<file path="src/rtl/dds_sweep_controller.sv">
// dds_sweep_controller: owns the DDS phase accumulator and steps the FTW through a linear sweep
// with a programmable dwell per frequency. Define DDS_SWEEP_PINGPONG_EN for an up-then-down sweep.
module dds_sweep_controller #(
    parameter int PHASE_W = 10,
    parameter int ACC_W   = 24,
    parameter int DWELL_W = 16,
    parameter int STEP_W  = 8
) (
    input  logic               clock,
    input  logic               reset,
    input  logic               start,
    input  logic               abort,
    input  logic [ACC_W-1:0]   ftw_start,
    input  logic [ACC_W-1:0]   ftw_step,
    input  logic [STEP_W-1:0]  step_count,
    input  logic [DWELL_W-1:0] dwell,
    output logic [PHASE_W-1:0] phase,
    output logic [ACC_W-1:0]   ftw_cur,
    output logic [STEP_W-1:0]  step_idx,
    output logic               busy,
    output logic               done
);

    typedef enum logic [0:0] {ST_IDLE = 1'b0, ST_RUN = 1'b1} state_t;

    state_t             state_q, state_d;
    logic [ACC_W-1:0]   acc_q, acc_d;
    logic [ACC_W-1:0]   ftw_cur_q, ftw_cur_d;
    logic [ACC_W-1:0]   ftw_step_q, ftw_step_d;
    logic [STEP_W-1:0]  step_idx_q, step_idx_d;
    logic [STEP_W-1:0]  n_q, n_d;
    logic [DWELL_W-1:0] dwell_cnt_q, dwell_cnt_d;
    logic [DWELL_W-1:0] dwell_eff_q, dwell_eff_d;
    logic [DWELL_W-1:0] dwell_eff_in;
    logic               busy_q, busy_d;
    logic               done_q, done_d;
`ifdef DDS_SWEEP_PINGPONG_EN
    logic               dir_q, dir_d;
`endif

    // A zero dwell is clamped to one cycle per frequency.
    always_comb begin
        if (dwell == {DWELL_W{1'b0}}) begin
            dwell_eff_in = DWELL_W'(1);
        end else begin
            dwell_eff_in = dwell;
        end
    end

    // Next-state logic for the sweep sequencer and the phase accumulator.
    always_comb begin
        state_d     = state_q;
        acc_d       = acc_q + ftw_cur_q;
        ftw_cur_d   = ftw_cur_q;
        ftw_step_d  = ftw_step_q;
        step_idx_d  = step_idx_q;
        n_d         = n_q;
        dwell_cnt_d = dwell_cnt_q;
        dwell_eff_d = dwell_eff_q;
        busy_d      = busy_q;
        done_d      = 1'b0;
`ifdef DDS_SWEEP_PINGPONG_EN
        dir_d       = dir_q;
`endif
        case (state_q)
            ST_IDLE: begin
                if (start && !abort) begin
                    ftw_step_d  = ftw_step;
                    n_d         = step_count;
                    dwell_eff_d = dwell_eff_in;
                    ftw_cur_d   = ftw_start;
                    acc_d       = {ACC_W{1'b0}};
                    step_idx_d  = {STEP_W{1'b0}};
                    dwell_cnt_d = dwell_eff_in - DWELL_W'(1);
                    busy_d      = 1'b1;
                    state_d     = ST_RUN;
`ifdef DDS_SWEEP_PINGPONG_EN
                    dir_d       = 1'b0;
`endif
                end else begin
                    busy_d = 1'b0;
                end
            end
            ST_RUN: begin
                if (abort) begin
                    // Abort freezes the phase: the accumulator holds and the FTW clears.
                    acc_d     = acc_q;
                    ftw_cur_d = {ACC_W{1'b0}};
                    busy_d    = 1'b0;
                    state_d   = ST_IDLE;
                end else if (dwell_cnt_q != {DWELL_W{1'b0}}) begin
                    dwell_cnt_d = dwell_cnt_q - DWELL_W'(1);
                end else begin
`ifdef DDS_SWEEP_PINGPONG_EN
                    if (!dir_q && (step_idx_q != n_q)) begin
                        ftw_cur_d   = ftw_cur_q + ftw_step_q;
                        step_idx_d  = step_idx_q + STEP_W'(1);
                        dwell_cnt_d = dwell_eff_q - DWELL_W'(1);
                    end else if (step_idx_q != {STEP_W{1'b0}}) begin
                        dir_d       = 1'b1;
                        ftw_cur_d   = ftw_cur_q - ftw_step_q;
                        step_idx_d  = step_idx_q - STEP_W'(1);
                        dwell_cnt_d = dwell_eff_q - DWELL_W'(1);
                    end else begin
                        busy_d  = 1'b0;
                        done_d  = 1'b1;
                        state_d = ST_IDLE;
                    end
`else
                    if (step_idx_q != n_q) begin
                        ftw_cur_d   = ftw_cur_q + ftw_step_q;
                        step_idx_d  = step_idx_q + STEP_W'(1);
                        dwell_cnt_d = dwell_eff_q - DWELL_W'(1);
                    end else begin
                        busy_d  = 1'b0;
                        done_d  = 1'b1;
                        state_d = ST_IDLE;
                    end
`endif
                end
            end
            default: begin
                busy_d  = 1'b0;
                state_d = ST_IDLE;
            end
        endcase
    end

    // Register all state, datapath and outputs; synchronous reset.
    always_ff @(posedge clock) begin
        if (reset) begin
            state_q     <= ST_IDLE;
            acc_q       <= {ACC_W{1'b0}};
            ftw_cur_q   <= {ACC_W{1'b0}};
            ftw_step_q  <= {ACC_W{1'b0}};
            step_idx_q  <= {STEP_W{1'b0}};
            n_q         <= {STEP_W{1'b0}};
            dwell_cnt_q <= {DWELL_W{1'b0}};
            dwell_eff_q <= {DWELL_W{1'b0}};
            busy_q      <= 1'b0;
            done_q      <= 1'b0;
`ifdef DDS_SWEEP_PINGPONG_EN
            dir_q       <= 1'b0;
`endif
        end else begin
            state_q     <= state_d;
            acc_q       <= acc_d;
            ftw_cur_q   <= ftw_cur_d;
            ftw_step_q  <= ftw_step_d;
            step_idx_q  <= step_idx_d;
            n_q         <= n_d;
            dwell_cnt_q <= dwell_cnt_d;
            dwell_eff_q <= dwell_eff_d;
            busy_q      <= busy_d;
            done_q      <= done_d;
`ifdef DDS_SWEEP_PINGPONG_EN
            dir_q       <= dir_d;
`endif
        end
    end

    assign phase    = acc_q[ACC_W-1 -: PHASE_W];
    assign ftw_cur  = ftw_cur_q;
    assign step_idx = step_idx_q;
    assign busy     = busy_q;
    assign done     = done_q;

endmodule
</file>
<file path="config.mk">
export PLATFORM = sky130hd
export DESIGN_NAME = dds_sweep_controller
export DESIGN_NICKNAME = d
export VERILOG_FILES = /design/src/rtl/dds_sweep_controller.sv
export SDC_FILE = /design/constraint.sdc
export NUM_CORES = 1
export LEC_CHECK = 0
export ABC_AREA = 1
export CAP_MARGIN = 20
export CORE_MARGIN = 5
export CORE_UTILIZATION = 55
export CTS_BUF_LIST = sky130_fd_sc_hd__clkbuf_16
export CTS_CLUSTER_SIZE = 16
export DETAILED_ROUTE_END_ITERATION = 10
export GPL_TIMING_DRIVEN = 0
export PLACE_DENSITY = 0.81
export SETUP_SLACK_MARGIN = 0.5
export SYNTH_ARGS = -nofsm -noshare
export SYNTH_HDL_FRONTEND = slang
export SYNTH_SLANG_ARGS = --single-unit
</file>
<file path="constraint.sdc">
create_clock -name clock -period 4.5 [get_ports clock]
set_input_delay 1.35 -clock clock [delete_from_list [all_inputs] [get_ports clock]]
set_output_delay 1.35 -clock clock [all_outputs]
set_load 0.02 [all_outputs]
</file>
==> results.txt <==
----------------------------------------------------
[Run status]
  Result of the run ... finished clean

[Worst setup path]
  Crit path capture type ... flip-flop
  Data arrival time of the critical path ... 3850 ps
  Critical path data required time ... 4870 ps
  Worst setup SP type ... primary input
  Path type of the worst setup path ... in -> reg
  CP max FO ... 10

[Yosys]
  Part of the Yosys area used for sequential elements ... 0.299
  Cell type with the highest aggregate area in the netlist ... sky130_fd_sc_hd__dfxtp_1
  Post-synth EDFFs ... 0
  Unique cell type count in the Yosys netlist ... 46
  Cell count after synthesis ... 1278
  Number of synthesized register bits ... 123
  Synth Net Count ... 1404
  Top_reg_cell synth ... sky130_fd_sc_hd__dfxtp_1
  Synth warnings ... 0
  Average cell area after synthesis ... 6.45 um2
  Synth top area cells ... sky130_fd_sc_hd__dfxtp_1 (30%), sky130_fd_sc_hd__nand2_1 (13%), sky130_fd_sc_hd__a21oi_1 (8.4%), sky130_fd_sc_hd__ha_1 (7.3%), sky130_fd_sc_hd__o21ai_0 (6.9%)
  Cell area after synthesis ... 0.00825 mm2
  FFs w/ async S/R, synth ... 0
  Area share of the leading cell type in the synthesized netlist ... 0.299

[CTS]
  Clock tree buffer depth ... 2
  Cts hold-fix bufs ... 0
  CTS Root Buffer Type ... sky130_fd_sc_hd__clkbuf_16
  Worst skew pair latency ... 430 ps
  Clock sink count ... 123
  Number of buffers added for setup after CTS ... 0
  Cts bufs inserted ... 17
  Htree depth ... 4
  Quantity of gates resized following cts ... 0
  Post-CTS clock slew at the launch and capture registers of the worst setup and hold paths ... 60 ps
  CTS tree ... done

[Die]
  Die footprint ... 0.0175 mm2
  Effective utilization at floorplan ... 0.563
  CORE AREA ... 0.0146 mm2
  Site Rows ... 44
  DIE WIDTH ... 132 um
  Number of top-level pins ... 120
  Overall die height ... 132 um

[Placement]
  Count of port buffers added during placement ... 118
  RePlAce Congestion ... 0.985
  Hpwl dp ... 21200 um
  Placed Instances ... 1580

[Drt]
  Via density per instance ... 5.70
  Drt drc ... 0
  Number of DRC markers in iteration 0 ... 964
  Via count of the routed design ... 9190
  WL final ... 27000 um
  Routed length per instance ... 16.8 um
  Antenna viol nets, final ... 0
  Detailed-router iteration count before antenna repair ... 6

[Timing]
  Clock period minus final worst setup slack ... 3480 ps
  Max Freq ... 0.287 GHz
  Final setup violation count ... 0
  Worst rel slew slack ... 0.523
  Hold violation total from the final report ... 0
  Total Negative Setup Slacks ... 0 ps
  Setup repair after global routing missed its margin ... no
  Final worst path period share ... 0.774
  Pins Over Slew Limit ... 0
  Largest clock skew in the final design ... 13.5 ps
  Actual transition at the worst max-transition pin ... 716 ps

[Cells and area]
  Ratio of cells with drive above 1 in the final layout ... 0.0644
  Non-filler instance count after layout ... 1612
  Final nets ... 1541
  Number of antenna diodes ... 0
  Area growth from synthesis to layout ... 23.9%
  Fill cells ... 1298

[Power]
  Static Leakage ... 0.00449 uW
  Peak supply drop ... 287 uV
  Power per standard cell area ... 325 mW/mm2
  Int Power ... 2230 uW
  Share of power burned in registers ... 0.377
  Part of the total power dissipated in the clock network ... 0.403
  Switching portion of total power ... 0.329
  Proportion of power drawn by combinational gates ... 0.221
  Switching Power ... 1090 uW

[Global route]
  GRT Util Overall ... 0.304
  Via count of the first global-routing pass ... 8657
  Pin count of the biggest net entering global routing ... 17
  Antenna violations before repair ... 0
  Overall overflow remaining after global route ... 0
  Wire length of the first global-routing pass ... 43300 um

[Run]
  Max-Cap Viols ... 0

[Min path]
  Classification of the worst-slack hold path ... reg -> reg

----------------------------------------------------
## registers in the layout (all words and copies together), names as in the netlist, 8 cells and up
| name | count |
|---|---|
| acc_q | 24 |
| step_idx | 8 |
| ftw_cur | 24 |
| ftw_step_q | 24 |
| n_q | 8 |
| dwell_cnt_q | 16 |
| dwell_eff_q | 16 |
## synth_stat cells (15+ instances only)
cell type / instances
sky130_fd_sc_hd__nand4_1: 30
sky130_fd_sc_hd__clkbuf_1: 27
sky130_fd_sc_hd__buf_2: 15
sky130_fd_sc_hd__nand2_1: 292
sky130_fd_sc_hd__inv_1: 113
sky130_fd_sc_hd__ha_1: 48
sky130_fd_sc_hd__nor2_1: 149
sky130_fd_sc_hd__o21ai_0: 113
sky130_fd_sc_hd__a21oi_1: 139
sky130_fd_sc_hd__nor3_1: 25
sky130_fd_sc_hd__dfxtp_1: 123
sky130_fd_sc_hd__nand3_1: 86
## final cells by class
class / instances / area, um2 / share of cell area
tap: 184 / 230 / 0.0225
buffer: 55 / 270 / 0.0264
timing repair buffer: 118 / 1180 / 0.116
clock inverter: 15 / 138 / 0.0135
clock buffer: 17 / 425 / 0.0416
inverter: 116 / 435 / 0.0426
sequential: 123 / 2460 / 0.241
multi-input combinational: 984 / 5080 / 0.497
## logic make-up (layout without fill, tap and decap cells)
logic type,Yosys count,after routing,synth area share
xor+xnor,15,15,0.0159
simple gates,620,620,0.327
compound gates,299,299,0.195
buf+inv,171,321,0.0856
fa+ha+maj,50,50,0.0777
flops,123,123,0.299
## critical path: stages
cell and delay (ps):
sky130_fd_sc_hd__clkdlybuf4s50_1 560, sky130_fd_sc_hd__inv_1 100, sky130_fd_sc_hd__nand2_1 60, sky130_fd_sc_hd__nor2_1 110, sky130_fd_sc_hd__inv_1 150, sky130_fd_sc_hd__nand2_1 200, sky130_fd_sc_hd__nor2_1 470, sky130_fd_sc_hd__clkbuf_1 540
sky130_fd_sc_hd__o21ai_0 210, sky130_fd_sc_hd__nand2_1 90
## through the flow
step                       util  cell area, um2  total power [uW]  hold WS, ps  setup slack [ps]
after floorplan               -            8250              1700          432              1780
after global placement    0.660            9660              1970          449               669
after detailed placement  0.660            9660              1990          459               631
after CTS                 0.698           10200              3300          467              1060
after global routing      0.698           10200              3440          484               884
final                     0.698           10200              3320          463              1020
## cells in the final DEF (no fill, tap or decap), types with 7 or more instances in the layout
master                            instances
sky130_fd_sc_hd__a21oi_1                139
sky130_fd_sc_hd__a31oi_1                 13
sky130_fd_sc_hd__buf_2                   15
sky130_fd_sc_hd__buf_4                   10
sky130_fd_sc_hd__clkbuf_1                27
sky130_fd_sc_hd__clkbuf_16               17
sky130_fd_sc_hd__clkdlybuf4s50_1        118
sky130_fd_sc_hd__dfxtp_1                123
sky130_fd_sc_hd__ha_1                    48
sky130_fd_sc_hd__inv_1                  113
sky130_fd_sc_hd__nand2_1                292
sky130_fd_sc_hd__nand3_1                 86
sky130_fd_sc_hd__nand4_1                 30
sky130_fd_sc_hd__nor2_1                 149
sky130_fd_sc_hd__nor3_1                  25
sky130_fd_sc_hd__o21ai_0                113
sky130_fd_sc_hd__o21bai_1                 7
sky130_fd_sc_hd__or2_2                    9
sky130_fd_sc_hd__xor2_1                   9
## power groups by stage
stage	Sequential, uW	Clock [uW]	Combinational, uW
after global placement	1270	0	705
after global routing	1260	1370	811
after CTS	1250	1330	722
after detailed placement	1270	0	718
final	1250	1340	733
after floorplan	1260	0	441
## final timing paths
check	cells after the start	startpoint	to	slack, ps
max	10	abort	acc_q[23]	1020
max reg2reg	11	ftw_cur[0]	ftw_cur[14]	1920
min	2	ftw_step_q[11]	ftw_step_q[11]	460
min reg2reg	2	ftw_step_q[11]	ftw_step_q[11]	460
## routing by layer
layer / GRT usage / routed length, um / vias up
li1: - / - / 4555
met1: 0.413 / 11800 / 4155
met2: 0.480 / 12000 / 411
met3: 0.0626 / 2450 / 69
met4: 0.106 / 797 / 0
met5: 0 / 0 / -
Note: power is estimated with default switching activity, not from simulation.
